--- src/rtl/cgu_freq_seq.sv ---
// Clock-frequency change sequencer: safe dividers -> clktop source switch -> target dividers.
// Latency 3+2*SETTLE same-source, longer for a switch (WAITEN >= 2 cycles, +2 with CGU_FREQ_SEQ_SYNC_EN).
// No backpressure: req is taken only while idle and not busy, otherwise dropped.
module cgu_freq_seq #(
  parameter int OCNT   = 6,
  parameter int FDW    = 8,
  parameter int SETTLE = 16,
  parameter int TOCNT  = 1024
) (
  input  logic                 clk,
  input  logic                 resetn,
  input  logic                 req,
  input  logic                 tgtsel,
  input  logic [OCNT*FDW-1:0]  tgtfd,
  input  logic [OCNT*FDW-1:0]  safefd,
  input  logic [1:0]           clktopselen,
  output logic [OCNT*FDW-1:0]  fd,
  output logic                 fdload,
  output logic                 clktopsel,
  output logic                 clktopselupdate,
  output logic                 cursel,
  output logic                 busy,
  output logic                 done,
  output logic                 err
);

  localparam int CMAX = (SETTLE > TOCNT) ? SETTLE : TOCNT;
  localparam int CW   = $clog2(CMAX) + 1;
  localparam logic [CW-1:0] SETTLE_END = CW'(SETTLE - 1);
  localparam logic [CW-1:0] TO_END     = CW'(TOCNT - 1);

  typedef enum logic [2:0] {
    S_IDLE, S_LDSAFE, S_SETTLE1, S_SWITCH, S_WAITEN, S_LDTGT, S_SETTLE2, S_DONE
  } state_t;

  state_t               state;
  logic [CW-1:0]        cnt;
  logic [CW-1:0]        cnt_inc;
  logic                 tsel_q;
  logic [OCNT*FDW-1:0]  tfd_q;
  logic                 seen;
  logic [1:0]           en_use;
  logic                 matched;

`ifdef CGU_FREQ_SEQ_SYNC_EN
  logic [1:0] en_s1;
  logic [1:0] en_s2;

  always_ff @(posedge clk) begin
    if (!resetn) begin
      en_s1 <= '0;
      en_s2 <= '0;
    end else begin
      en_s1 <= clktopselen;
      en_s2 <= en_s1;
    end
  end

  assign en_use = en_s2;
`else
  assign en_use = clktopselen;
`endif

  // bit0 is the source-0 enable, bit1 the source-1 enable
  assign matched = (en_use == {tsel_q, ~tsel_q});
  assign cnt_inc = (cnt == '1) ? cnt : cnt + 1'b1;

  always_ff @(posedge clk) begin
    if (!resetn) begin
      state           <= S_IDLE;
      cnt             <= '0;
      tsel_q          <= 1'b0;
      tfd_q           <= '0;
      seen            <= 1'b0;
      fd              <= '0;
      fdload          <= 1'b0;
      clktopsel       <= 1'b0;
      clktopselupdate <= 1'b0;
      cursel          <= 1'b0;
      busy            <= 1'b0;
      done            <= 1'b0;
      err             <= 1'b0;
    end else begin
      fdload          <= 1'b0;
      clktopselupdate <= 1'b0;
      done            <= 1'b0;
      case (state)
        S_IDLE: begin
          // busy still high here means we just left DONE or a timeout
          busy <= 1'b0;
          if (req && !busy) begin
            tsel_q <= tgtsel;
            tfd_q  <= tgtfd;
            err    <= 1'b0;
            busy   <= 1'b1;
            state  <= S_LDSAFE;
          end
        end
        S_LDSAFE: begin
          fd     <= safefd;
          fdload <= 1'b1;
          cnt    <= '0;
          state  <= S_SETTLE1;
        end
        S_SETTLE1: begin
          cnt <= cnt_inc;
          if (cnt == SETTLE_END) begin
            state <= (tsel_q == cursel) ? S_LDTGT : S_SWITCH;
          end
        end
        S_SWITCH: begin
          clktopsel       <= tsel_q;
          clktopselupdate <= 1'b1;
          cnt             <= '0;
          seen            <= 1'b0;
          state           <= S_WAITEN;
        end
        S_WAITEN: begin
          cnt  <= cnt_inc;
          seen <= matched;
          // a mismatch restarts qualification; the timeout keeps running
          if (matched && seen) begin
            cursel <= tsel_q;
            state  <= S_LDTGT;
          end else if (cnt == TO_END) begin
            err   <= 1'b1;
            state <= S_IDLE;
          end
        end
        S_LDTGT: begin
          fd     <= tfd_q;
          fdload <= 1'b1;
          cnt    <= '0;
          state  <= S_SETTLE2;
        end
        S_SETTLE2: begin
          cnt <= cnt_inc;
          if (cnt == SETTLE_END) begin
            state <= S_DONE;
          end
        end
        S_DONE: begin
          done  <= 1'b1;
          state <= S_IDLE;
        end
        default: state <= S_IDLE;
      endcase
    end
  end

endmodule

--- config.mk ---
export PLATFORM = sky130hd
export DESIGN_NAME = cgu_freq_seq
export DESIGN_NICKNAME = d
export VERILOG_FILES = /design/src/rtl/cgu_freq_seq.sv
export SDC_FILE = /design/constraint.sdc
export NUM_CORES = 1
export LEC_CHECK = 0
export ABC_AREA = 1
export CAP_MARGIN = 10
export CORE_MARGIN = 2
export CORE_UTILIZATION = 47
export DETAILED_ROUTE_END_ITERATION = 8
export PLACE_DENSITY = 0.89
export SLEW_MARGIN = 20
export SYNTH_ARGS = -nofsm -noshare
export SYNTH_HDL_FRONTEND = slang
export SYNTH_SLANG_ARGS = --single-unit
--- constraint.sdc ---
create_clock -name clk -period 1.7 [get_ports clk]
set_clock_uncertainty 0.1 [all_clocks]
set_input_delay 0.255 -clock clk [delete_from_list [all_inputs] [get_ports clk]]
set_output_delay 0.255 -clock clk [all_outputs]
set_load 0.05 [all_outputs]
==> out/metrics.csv <==
metric,value,unit
path_cells,inv_2 -> nand2_2 -> nor2_4 -> nand2_4 -> buf_12 -> o21ai_0 -> a21oi_1,
ys_top_cells_by_area,"dfxtp_1 (45%), nand2_1 (11%), nand3_1 (8.6%), inv_1 (6.2%), nor2_1 (5.9%)",
fin_cells,1040,
synth-main-ff-cell,dfxtp_1,
synth_seq_cells,119,
place.gp.congestion,0.858,
ant_nets,0,
worst_setup_path_end_kind,flop,
tightest_slew,0.415,ns
setup_slack,0.103,ns
drc,0,
fin_util,68.0,%
crit_path_start_kind,flop,
die_w,110,um
grt_pass1_wl,22000,um
cp_data_required_time,1.88,ns
wl,14000,um
maxCapViolCount,0,
cts_buffers,17,
worstHoldStart,resetn,
clock_sinks,119,
status,completed,
cts.path.max_buffers,2,
drive_gt1_share,16.7,%
synth_cell_types,31,
root_buffer,clkbuf_16,
ioPinCount,157,
startpoint,state[1]$_SDFFE_PN0P_,
slew_headroom,72.3,%
slew_violations,0,
hold_buffers,0,
p_per_area,1640,nW/um2
yosysTopAreaCellShare,44.9,%
critPathBufInv,2,
die-height,110,um
first_global_vias,4752,
final-setup-viol-count,0,
antenna_found_initial,0,
initial_core_util,48.5,%
avgSynthCellArea,7.20,um2
fill_cells,878,
r2r_start,state[1]$_SDFFE_PN0P_,
max-vdd-ir-drop,0.000824,V
rsz0062_at_grt,yes,
first_pass_iters,5,
synthToLayoutAreaGrowth,40.1,%
synth_edf_count,0,
dp_worst_setup_slack,-0.0664,ns
dp_hpwl,9580,um
hold_class,in -> reg,
slowest_stage,dfxtp_1,
clkLatencyLatePin,0.40,ns
yosysWarnings,0,
fmax,626,MHz
layout_commonest_cell,nand2_1,
synth_top_cell_by_area,dfxtp_1,
cpLargestDelayFamily,simple AND/OR/NAND/NOR gates,
dieArea,12200,um2
placedCellCount,1011,
yosysSeqAreaShare,44.9,%
syn_area,5310,um2
cpPeakStageDelay,0.37,ns
diodes,0,
async_flop_share,0,%
row_count,38,
overflow,0,
vias,5218,
final.setup.tns,0,ns
hold_viol,0,
worstPathMaxFanout,44,
period_needed,1.60,ns
synth_nets,840,
synthCells,737,
port_buffers,156,
coreArea,10900,um2
routedWlPerCell,13.5,um
arrival,1.78,ns
cts-htree-levels,4,
grt_max_degree,52,
layout_common_cells,"nand2_1 (161), dfxtp_1 (116), clkdlybuf4s50_1 (100)",
whs,0.167,ns
final_nets,994,
clk_pin_slew,0.05,ns
groute.usage.overall,23.1,%
vias_per_cell,5.02,
cts_tree,done,
drt_iter0_drc,349,
crit_type,reg -> reg,
leakagePower,3.51,nW
finalCritPeriodShare,93.9,%
flip-flops by register name, indices dropped and copies added, names as in the netlist, 3 cells and up:
signal,count
state,3
cnt,11
fd,48
tfd_q,48
cells in the mapped netlist (2+ instances only):
master,count
o211ai_2,20
buf_2,11
a21oi_1,38
nand2_4,2
inv_2,9
o21ai_1,5
buf_6,3
nor3_1,5
buf_1,8
nor2_4,3
buf_4,7
o21ai_0,54
dfxtp_1,119
nand2_1,161
nand4_1,2
inv_1,87
nand2_2,2
clkbuf_1,13
nor2_1,84
nor2_2,3
nand3_1,91
layout make-up:
class                           count  area [um2]  area share (%)
Inverter                           98         374            5.03
Sequential cell                   119        2390            32.1
Clock inverter                      4        47.5           0.640
Clock buffer                       24         482            6.48
Tap cell                          140         175            2.36
Multi-Input combinational cell    478        2350            31.6
Timing Repair Buffer              177        1620            21.8
path summary, 6_finish.rpt:
kind | cells after the start | slack [ns] | endpoint
setup / recovery | 7 | 0.10 | tfd_q[30]$_SDFFE_PN0P_
hold / removal | 3 | 0.17 | fdload$_SDFF_PN0_
setup reg to reg | 7 | 0.10 | tfd_q[30]$_SDFFE_PN0P_
hold reg to reg | 2 | 0.35 | err$_SDFFE_PN0P_
what timing repair did:
| item | 4_1_cts | 5_1_grt |
|---|---|---|
| setup endpoints to repair | 0 | 24 |
| buffers inserted | 0 | 1 |
| resized for setup | 0 | 10 |
per-stage QoR:
stage / area (um2) / power [mW]
finish: 7430 / 12.2
global placement: 6870 / 8.82
floorplan: 5310 / 7.49
CTS: 7400 / 12.2
global route: 7430 / 13.0
detailed placement: 6870 / 8.95
power breakdown:
part           switching [mW]  total, mW  internal, mW
logic                    3.37       5.17          1.80
clock network            1.15       3.24          2.09
registers               0.353       3.82          3.47
per-layer routing:
metal	wire length, um	track usage [%]	share of wire (%)	up-vias
li1	-	-	-	2649
met1	6150	27.6	44	2353
met2	6680	39.6	48	190
met3	945	5.88	6.7	26
met4	257	9.02	1.8	0
met5	0	0	0	-
kinds of logic (layout without fill, tap and decap cells):
| family | after synthesis | count (layout) | synth area share, % |
|---|---|---|---|
| fa+ha+maj | 1 | 1 | 0.236 |
| flops | 119 | 119 | 44.9 |
| compound gates | 120 | 120 | 14.5 |
| buf+inv | 140 | 303 | 11.2 |
| simple gates | 356 | 356 | 29.1 |
| xor+xnor | 1 | 1 | 0.165 |
worst register-to-register path: stages, from the launching register on:
cell and delay, ns:
dfxtp_1 0.37, inv_2 0.12, nand2_2 0.10, nor2_4 0.16, nand2_4 0.14, buf_12 0.20, o21ai_0 0.23, a21oi_1 0.07
Note: power is estimated with default switching activity, not from simulation.
